<file path="src/rtl/id_decode_pipe.sv">
// RV32 decode stage: regfile, control/immediate decode, load-use hazard unit and ID/EX register.
// Optional `ID_WB_BYPASS_EN forwards a same-cycle write-back into the latched read data.
module id_decode_pipe #(
   parameter int XLEN    = 32,
   parameter int NUM_REG = 32
) (
   input  logic            clk,
   input  logic            rst,
   input  logic            if_valid,
   input  logic [31:0]     if_instr,
   input  logic [XLEN-1:0] if_pc,
   output logic            id_ready,
   input  logic            flush,
   input  logic            ex_ready,
   input  logic            wb_we,
   input  logic [4:0]      wb_rd,
   input  logic [XLEN-1:0] wb_data,
   output logic            ex_valid,
   output logic [XLEN-1:0] ex_pc,
   output logic [XLEN-1:0] ex_rs1_data,
   output logic [XLEN-1:0] ex_rs2_data,
   output logic [XLEN-1:0] ex_imm,
   output logic [4:0]      ex_rs1_addr,
   output logic [4:0]      ex_rs2_addr,
   output logic [4:0]      ex_rd_addr,
   output logic [2:0]      ex_funct3,
   output logic [6:0]      ex_funct7,
   output logic [2:0]      ex_alu_op,
   output logic [5:0]      ex_ctrl,
   output logic            ex_illegal
);
   localparam int AW = (NUM_REG > 1) ? $clog2(NUM_REG) : 1;
   localparam logic [6:0] OPC_LUI = 7'b0110111, OPC_AUIPC = 7'b0010111, OPC_JAL = 7'b1101111;
   localparam logic [6:0] OPC_JALR = 7'b1100111, OPC_BRANCH = 7'b1100011, OPC_LOAD = 7'b0000011;
   localparam logic [6:0] OPC_STORE = 7'b0100011, OPC_OPIMM = 7'b0010011, OPC_OP = 7'b0110011;
   localparam logic [2:0] ALU_NONE = 3'd7;

   function automatic logic in_range(input logic [4:0] a);
      return (32'(a) < NUM_REG);
   endfunction

   logic [XLEN-1:0] rf_q [NUM_REG];
   logic [XLEN-1:0] rf_d [NUM_REG];

   logic            ex_valid_q, ex_valid_d;
   logic [XLEN-1:0] ex_pc_q, ex_pc_d, ex_rs1_data_q, ex_rs1_data_d, ex_rs2_data_q, ex_rs2_data_d;
   logic [XLEN-1:0] ex_imm_q, ex_imm_d;
   logic [4:0]      ex_rs1_addr_q, ex_rs1_addr_d, ex_rs2_addr_q, ex_rs2_addr_d, ex_rd_addr_q, ex_rd_addr_d;
   logic [2:0]      ex_funct3_q, ex_funct3_d, ex_alu_op_q, ex_alu_op_d;
   logic [6:0]      ex_funct7_q, ex_funct7_d;
   logic [5:0]      ex_ctrl_q, ex_ctrl_d;
   logic            ex_illegal_q, ex_illegal_d;

   logic [6:0]        opcode;
   logic [4:0]        rs1, rs2, rd;
   logic signed [31:0] imm_i, imm_s, imm_b, imm_u, imm_j, imm32;
   logic [2:0]        dec_alu;
   logic [5:0]        dec_ctrl;
   logic              legal_op, rs1_used, rs2_used, dec_illegal;
   logic [XLEN-1:0]   rs1_val, rs2_val;
   logic              wb_stall, load_use, advance, issue;

   assign opcode = if_instr[6:0];
   assign rd     = if_instr[11:7];
   assign rs1    = if_instr[19:15];
   assign rs2    = if_instr[24:20];
   assign imm_i  = {{20{if_instr[31]}}, if_instr[31:20]};
   assign imm_s  = {{20{if_instr[31]}}, if_instr[31:25], if_instr[11:7]};
   assign imm_b  = {{19{if_instr[31]}}, if_instr[31], if_instr[7], if_instr[30:25], if_instr[11:8], 1'b0};
   assign imm_u  = {if_instr[31:12], 12'b0};
   assign imm_j  = {{11{if_instr[31]}}, if_instr[31], if_instr[19:12], if_instr[20], if_instr[30:21], 1'b0};

   always_comb begin
      dec_alu  = ALU_NONE;
      dec_ctrl = 6'b0;
      imm32    = '0;
      legal_op = 1'b1;
      rs1_used = 1'b1;
      rs2_used = 1'b0;
      case (opcode)
         OPC_LUI:    begin dec_alu = 3'd4; dec_ctrl = 6'b100100; imm32 = imm_u; rs1_used = 1'b0; end
         OPC_AUIPC:  begin dec_alu = 3'd5; dec_ctrl = 6'b100100; imm32 = imm_u; rs1_used = 1'b0; end
         OPC_JAL:    begin dec_alu = 3'd6; dec_ctrl = 6'b100001; imm32 = imm_j; rs1_used = 1'b0; end
         OPC_JALR:   begin dec_alu = 3'd6; dec_ctrl = 6'b100101; imm32 = imm_i; end
         OPC_BRANCH: begin dec_alu = 3'd1; dec_ctrl = 6'b000010; imm32 = imm_b; rs2_used = 1'b1; end
         OPC_LOAD:   begin dec_alu = 3'd0; dec_ctrl = 6'b110100; imm32 = imm_i; end
         OPC_STORE:  begin dec_alu = 3'd0; dec_ctrl = 6'b001100; imm32 = imm_s; rs2_used = 1'b1; end
         OPC_OPIMM:  begin dec_alu = 3'd3; dec_ctrl = 6'b100100; imm32 = imm_i; end
         OPC_OP:     begin dec_alu = 3'd2; dec_ctrl = 6'b100000; rs2_used = 1'b1; end
         default:    legal_op = 1'b0;
      endcase
      // rd counts as used only when the instruction writes it back
      dec_illegal = !legal_op || (rs1_used && !in_range(rs1)) || (rs2_used && !in_range(rs2))
                    || (dec_ctrl[5] && !in_range(rd));
   end

   always_comb begin
      rs1_val = '0;
      rs2_val = '0;
      if (rs1 != 5'd0 && in_range(rs1)) rs1_val = rf_q[rs1[AW-1:0]];
      if (rs2 != 5'd0 && in_range(rs2)) rs2_val = rf_q[rs2[AW-1:0]];
`ifdef ID_WB_BYPASS_EN
      wb_stall = 1'b0;
      if (wb_we && wb_rd != 5'd0 && in_range(wb_rd)) begin
         if (wb_rd == rs1) rs1_val = wb_data;
         if (wb_rd == rs2) rs2_val = wb_data;
      end
`else
      wb_stall = if_valid && wb_we && wb_rd != 5'd0
                 && ((rs1_used && rs1 == wb_rd) || (rs2_used && rs2 == wb_rd));
`endif
   end

   always_comb begin
      rf_d = rf_q;
      if (wb_we && wb_rd != 5'd0 && in_range(wb_rd)) rf_d[wb_rd[AW-1:0]] = wb_data;
   end

   assign advance  = !ex_valid_q || ex_ready;
   assign load_use = ex_valid_q && ex_ctrl_q[4] && ex_rd_addr_q != 5'd0 && if_valid
                     && ((rs1_used && rs1 == ex_rd_addr_q) || (rs2_used && rs2 == ex_rd_addr_q));
   assign id_ready = rst && advance && (!(load_use || wb_stall) || flush);
   assign issue    = if_valid && !flush && !load_use && !wb_stall;

   always_comb begin
      ex_valid_d    = ex_valid_q;
      ex_pc_d       = ex_pc_q;
      ex_rs1_data_d = ex_rs1_data_q;
      ex_rs2_data_d = ex_rs2_data_q;
      ex_imm_d      = ex_imm_q;
      ex_rs1_addr_d = ex_rs1_addr_q;
      ex_rs2_addr_d = ex_rs2_addr_q;
      ex_rd_addr_d  = ex_rd_addr_q;
      ex_funct3_d   = ex_funct3_q;
      ex_funct7_d   = ex_funct7_q;
      ex_alu_op_d   = ex_alu_op_q;
      ex_ctrl_d     = ex_ctrl_q;
      ex_illegal_d  = ex_illegal_q;
      // bubbles and flushed slots carry no control so EX treats them as inert
      if (advance) begin
         ex_valid_d    = issue;
         ex_pc_d       = if_pc;
         ex_rs1_data_d = rs1_val;
         ex_rs2_data_d = rs2_val;
         ex_imm_d      = XLEN'(imm32);
         ex_rs1_addr_d = rs1;
         ex_rs2_addr_d = rs2;
         ex_rd_addr_d  = rd;
         ex_funct3_d   = if_instr[14:12];
         ex_funct7_d   = if_instr[31:25];
         ex_alu_op_d   = issue ? dec_alu : ALU_NONE;
         ex_ctrl_d     = issue ? dec_ctrl : 6'b0;
         ex_illegal_d  = issue ? dec_illegal : 1'b0;
      end
   end

   always_ff @(posedge clk or negedge rst) begin
      if (!rst) begin
         rf_q          <= '{default: '0};
         ex_valid_q    <= 1'b0;
         ex_pc_q       <= '0;
         ex_rs1_data_q <= '0;
         ex_rs2_data_q <= '0;
         ex_imm_q      <= '0;
         ex_rs1_addr_q <= '0;
         ex_rs2_addr_q <= '0;
         ex_rd_addr_q  <= '0;
         ex_funct3_q   <= '0;
         ex_funct7_q   <= '0;
         ex_alu_op_q   <= ALU_NONE;
         ex_ctrl_q     <= '0;
         ex_illegal_q  <= 1'b0;
      end else begin
         rf_q          <= rf_d;
         ex_valid_q    <= ex_valid_d;
         ex_pc_q       <= ex_pc_d;
         ex_rs1_data_q <= ex_rs1_data_d;
         ex_rs2_data_q <= ex_rs2_data_d;
         ex_imm_q      <= ex_imm_d;
         ex_rs1_addr_q <= ex_rs1_addr_d;
         ex_rs2_addr_q <= ex_rs2_addr_d;
         ex_rd_addr_q  <= ex_rd_addr_d;
         ex_funct3_q   <= ex_funct3_d;
         ex_funct7_q   <= ex_funct7_d;
         ex_alu_op_q   <= ex_alu_op_d;
         ex_ctrl_q     <= ex_ctrl_d;
         ex_illegal_q  <= ex_illegal_d;
      end
   end

   assign ex_valid    = ex_valid_q;
   assign ex_pc       = ex_pc_q;
   assign ex_rs1_data = ex_rs1_data_q;
   assign ex_rs2_data = ex_rs2_data_q;
   assign ex_imm      = ex_imm_q;
   assign ex_rs1_addr = ex_rs1_addr_q;
   assign ex_rs2_addr = ex_rs2_addr_q;
   assign ex_rd_addr  = ex_rd_addr_q;
   assign ex_funct3   = ex_funct3_q;
   assign ex_funct7   = ex_funct7_q;
   assign ex_alu_op   = ex_alu_op_q;
   assign ex_ctrl     = ex_ctrl_q;
   assign ex_illegal  = ex_illegal_q;
endmodule
</file>
<file path="config.mk">
export PLATFORM = sky130hd
export DESIGN_NAME = id_decode_pipe
export DESIGN_NICKNAME = d
export VERILOG_FILES = /design/src/rtl/id_decode_pipe.sv
export SDC_FILE = /design/constraint.sdc
export NUM_CORES = 2
export LEC_CHECK = 0
export ABC_AREA = 0
export CORE_ASPECT_RATIO = 1.1
export CORE_MARGIN = 1.5
export CORE_UTILIZATION = 50
export DETAILED_ROUTE_END_ITERATION = 8
export PLACE_DENSITY = 0.68
export SLEW_MARGIN = 20
export SYNTH_ARGS = -nofsm -noshare
export SYNTH_HDL_FRONTEND = slang
export SYNTH_SLANG_ARGS = --single-unit
</file>
<file path="constraint.sdc">
create_clock -name clk -period 5.9 [get_ports clk]
set_input_delay 1.18 -clock clk [delete_from_list [all_inputs] [get_ports clk]]
set_output_delay 1.18 -clock clk [all_outputs]
set_load 0.03 [all_outputs]
</file>
==> results list <==
* Max-slew headroom: 19.24%
- The synthesized netlist devotes 0.2891% of its cell area to XOR and XNOR gates.
* Cells traversed along the worst timing path: clkdlybuf4s50_1 -> nor2b_1 -> nand3_1 -> a21oi_1 -> buf_4 -> a21o_1 -> and2_1 -> o211a_1 -> clkdlybuf4s50_1
- Nets@finish: 4,357
* Total vias in the final route: 40,140
- Final standard cell utilization of the core: 57.55%
- Met3 usage in global routing: 6.188%
* HPWL after detailed placement: 114,400 um
- Worst min-delay path category: reg -> reg
* Crit-path max FO: 9
- Portion of netlist area occupied by mux cells: 39.29%
* Power Total: 23.94 mW
- CP most frequent cell: sky130_fd_sc_hd__clkdlybuf4s50_1
* Worst hold path startpoint: rf_q[1009]
- Fin. max-slew vios: 0
- The congestion estimate from routability-driven global placement came to 0.9040.
- Wire length of the first global-routing pass: 285,900 um
- Cell area after technology mapping: 60,580 um2
* Clock edge transition at the registers on the reported setup and hold paths: 60 ps
- Drt initial violations: 3,747
- Num CTS Buffers: 131
- Clock tree from TritonCTS: yes
* H-tree levels: 4
* Routed wire length per instance: 32.92 um
* Data required time of the worst path: 4720 ps
* Final hold violation count: 0
- In this run, synthesis inferred 0 flip-flops with an integrated enable.
* Via count of the first global-routing pass: 40,546
- The most critical setup path has its startpoint at if_instr[5].
- After detailed routing, the total wire length is 194,500 um.
- All-layer global routing usage: 31.81%
- Area fraction in and, or, nand and nor cells after synthesis: 3.550%
- For this run, asynchronously set or reset flops after synthesis account for 100.0%.
* Total Die Area: 123,300 um2
- Register-to-register setup slack: 2920 ps
- Adding up every negative setup slack in the final design gives 0 ps.
* Transition time at the pin with the least slew margin: 1207 ps
- Hold repair after CTS inserted 0 buffers.
- Worst path bufs/invs: 3
- Max-cap violation count: 0
- The synthesized netlist devotes 4.523% of its cell area to compound gates.
- From synthesis to final layout, the design area changed by 13.82%.
- Post-CTS Setup Bufs: 0
- The region available for standard cell placement spans 119,800 um2.
- Skew-Pair Late Insertion Delay: 750 ps
* Number of nets in the synthesized netlist: 4,288
- The synthesized netlist devotes 0% of its cell area to adder and majority cells.
- On the critical path the largest part of the delay comes from buffers and inverters.
* Bufs on Longest Clock Path: 3
- Total number of placement rows: 133
- Of the cells placed in the final design, the portion with a size suffix greater than 1 is 44.05%.
- Min Hold Slack: 395.9 ps
- Post-Route Skew: 25.92 ps
* Met1 routing resource usage after global routing: 43.59%
- Chip height: 368.1 um
- In this design, the stage delay of the slowest critical-path cell is 660 ps.
* Standard cell with the maximum stage delay on the critical path: sky130_fd_sc_hd__clkdlybuf4s50_1
- For this run, the leading register cell type out of synthesis is sky130_fd_sc_hd__dfrtp_1.
* Top post-synthesis cells by area: sky130_fd_sc_hd__dfrtp_1 49%, sky130_fd_sc_hd__mux2_2 19%, sky130_fd_sc_hd__mux4_2 18%, sky130_fd_sc_hd__mux2i_1 2.3%, sky130_fd_sc_hd__nand2_1 1.8%
- Effective utilization at floorplan: 50.56%
- Critical Path Start Type: primary input
- In the finished design, the share of the clock period the worst path needs comes to 83.70%.
- Dominant cell type by area after synthesis: sky130_fd_sc_hd__dfrtp_1
- Main combinational cell family by area after synthesis: multiplexers
- The worst path in the final design needs a cycle of 4939 ps, including I/O delays and setup.
- Power density relative to cell area: 347.2 nW/um2
- The number of different library cells used by synthesis comes to 57.
* Result of the run: completed
- Pleak: 29.85 nW
* Maximum number of pins on one net before global-route repair: 152
* Post-detailed-route DRC marker count: 0
- Once detail routing completed, the nets flagged for antenna violations numbered 0.
- Summed over all layers, the global routing overflow is 0.
- The worst setup path is captured at an output pin.
- WP data arrival: 3760 ps
- Average cell area after synthesis: 14.49 um2
- Count of input and output buffers: 271
* Width of the chip: 334.9 um
- Worst VDD drop: 246.5 uV
- The number of antenna violations at the first check in global routing is 15.
- Proportion of synthesized chip area in sequential cells: 49.08%
* Most Used Layer, Global Route: met2
* Share of the synthesized area in the top cell type: 48.95%
- Flop and latch count out of synthesis: 1,188
* Startpoint of the lowest-slack register-to-register path: ex_valid
- Using the TritonRoute via totals, the vias-per-cell ratio works out to 6.793.
- Met2 routing resource usage after global routing: 50.39%
- The cell sitting at the root of the clock tree is a sky130_fd_sc_hd__clkbuf_16.
- Highest achievable clock rate: 202.5 MHz
- Total of warnings raised by yosys: 0
* Pre-Repair DR Iteration Count: 7
- Worst setup path category: in -> out
* Sinks on Clock Net: 1,188
- Unrepaired setup endpoints after global routing: no
- For this design the top-level I/O count stands at 272.
- Counting every instance in the synthesized netlist gives 4,181.
* Post_cts resized: 0
* Total of endpoints with negative setup slack in the final report: 0
==> registers in the layout, summed over array words and instances (netlist names) <==
signal       count
ex_pc           32
ex_rs2_addr      5
ex_funct3        3
rf_q          1024
ex_rs2_data     32
ex_rd_addr       5
ex_valid         1
ex_alu_op        3
ex_rs1_data     32
ex_funct7        7
ex_imm          32
ex_illegal       1
ex_ctrl          6
ex_rs1_addr      5
==> final timing paths <==
kind                                   end  depth (start not counted)
min reg2reg                     rf_q[1009]                          0
max                               id_ready                          9
min in group asynchronous        ex_pc[12]                          1
max reg2reg                ex_rs2_data[15]                          5
max in group asynchronous        ex_imm[7]                          3
min                             rf_q[1009]                          0
==> where the power goes <==
part / total [mW] / internal (mW) / switching [mW]
clock: 8.42 / 4.96 / 3.46
sequential: 10.7 / 9.61 / 1.10
combinational: 4.81 / 2.75 / 2.06
total: 23.9 / 17.3 / 6.62
==> Yosys cell counts, types with 7 or more instances <==
library cell and n:
sky130_fd_sc_hd__a221oi_1 41, sky130_fd_sc_hd__a22oi_1 39, sky130_fd_sc_hd__o221ai_1 12, sky130_fd_sc_hd__buf_4 23, sky130_fd_sc_hd__mux2_2 1022, sky130_fd_sc_hd__clkbuf_1 285
sky130_fd_sc_hd__dfrtp_1 1185, sky130_fd_sc_hd__xnor2_1 10, sky130_fd_sc_hd__xor2_1 10, sky130_fd_sc_hd__buf_2 74, sky130_fd_sc_hd__a211oi_1 35, sky130_fd_sc_hd__or3b_2 10
sky130_fd_sc_hd__a22o_1 31, sky130_fd_sc_hd__o22ai_1 46, sky130_fd_sc_hd__buf_6 7, sky130_fd_sc_hd__nand4_1 8, sky130_fd_sc_hd__nand2_1 287, sky130_fd_sc_hd__nor2_1 62
sky130_fd_sc_hd__o22a_1 7, sky130_fd_sc_hd__mux2i_1 139, sky130_fd_sc_hd__nor3_1 14, sky130_fd_sc_hd__mux4_2 484, sky130_fd_sc_hd__nand3_1 33, sky130_fd_sc_hd__buf_1 63
sky130_fd_sc_hd__o21ai_1 16, sky130_fd_sc_hd__nor2b_1 37, sky130_fd_sc_hd__a21o_1 26, sky130_fd_sc_hd__a21oi_1 73, sky130_fd_sc_hd__o21ai_0 16, sky130_fd_sc_hd__a2111oi_0 25
==> metal layers <==
| layer | vias up | routed length, um | share of wire [%] |
|---|---|---|---|
| met5 | - | 26 | 0.013 |
| met4 | 4 | 7795 | 4.0 |
| met3 | 401 | 15740 | 8.1 |
| met2 | 1877 | 91930 | 47 |
| met1 | 21812 | 79050 | 41 |
| li1 | 16046 | - | - |
==> cell type report <==
cell class	instances	area [um2]
clock buffer	193	3919
sequential	1188	29730
multi-input combinational	2536	29110
clock inverter	40	471.7
antenna	7	17.52
tap	1552	1942
fill	9390	50860
timing repair buffer	392	3762
inverter	1	3.754
==> through the flow <==
| stage | cell area [um2] | setup WS (ps) | cells |
|---|---|---|---|
| CTS | 68980 | 1012 | 5902 |
| global route | 68950 | 864.6 | 5908 |
| global placement | 64590 | 1063 | 5669 |
| finish | 68950 | 961.4 | 5909 |
| detailed placement | 64590 | 1078 | 5669 |
| floorplan | 60580 | 2003 | 4181 |
==> worst reg2reg max path, stage by stage (launching register included) <==
cell                        delay, ps
sky130_fd_sc_hd__dfrtp_1          460
sky130_fd_sc_hd__nand2b_2         540
sky130_fd_sc_hd__nand2_2          460
sky130_fd_sc_hd__buf_4            390
sky130_fd_sc_hd__a2111oi_0        930
sky130_fd_sc_hd__a21o_1           140
==> logic make-up after synthesis <==
group           after synthesis
mux                        1645
buf+inv                     457
compound gates              386
xor+xnor                     20
simple gates                485
flops                      1188
==> placed cells by master (no fill, tap or decap), types with 17 or more instances in the layout <==
cell type	instances
sky130_fd_sc_hd__a22o_1	31
sky130_fd_sc_hd__o22ai_1	46
sky130_fd_sc_hd__a211oi_1	35
sky130_fd_sc_hd__a221oi_1	41
sky130_fd_sc_hd__clkbuf_1	28
sky130_fd_sc_hd__clkdlybuf4s50_1	250
sky130_fd_sc_hd__nand3_1	33
sky130_fd_sc_hd__a21oi_1	73
sky130_fd_sc_hd__clkbuf_16	137
sky130_fd_sc_hd__nor2b_1	33
sky130_fd_sc_hd__nor2_1	46
sky130_fd_sc_hd__clkinv_2	23
sky130_fd_sc_hd__a21o_1	26
sky130_fd_sc_hd__nand2_2	17
sky130_fd_sc_hd__a22oi_1	39
sky130_fd_sc_hd__clkbuf_8	28
sky130_fd_sc_hd__mux2i_1	139
sky130_fd_sc_hd__nand2_1	269
sky130_fd_sc_hd__buf_4	111
sky130_fd_sc_hd__mux4_2	484
sky130_fd_sc_hd__mux2_2	1022
sky130_fd_sc_hd__a2111oi_0	22
sky130_fd_sc_hd__dfrtp_1	1185
Note: power is estimated with default switching activity, not from simulation.
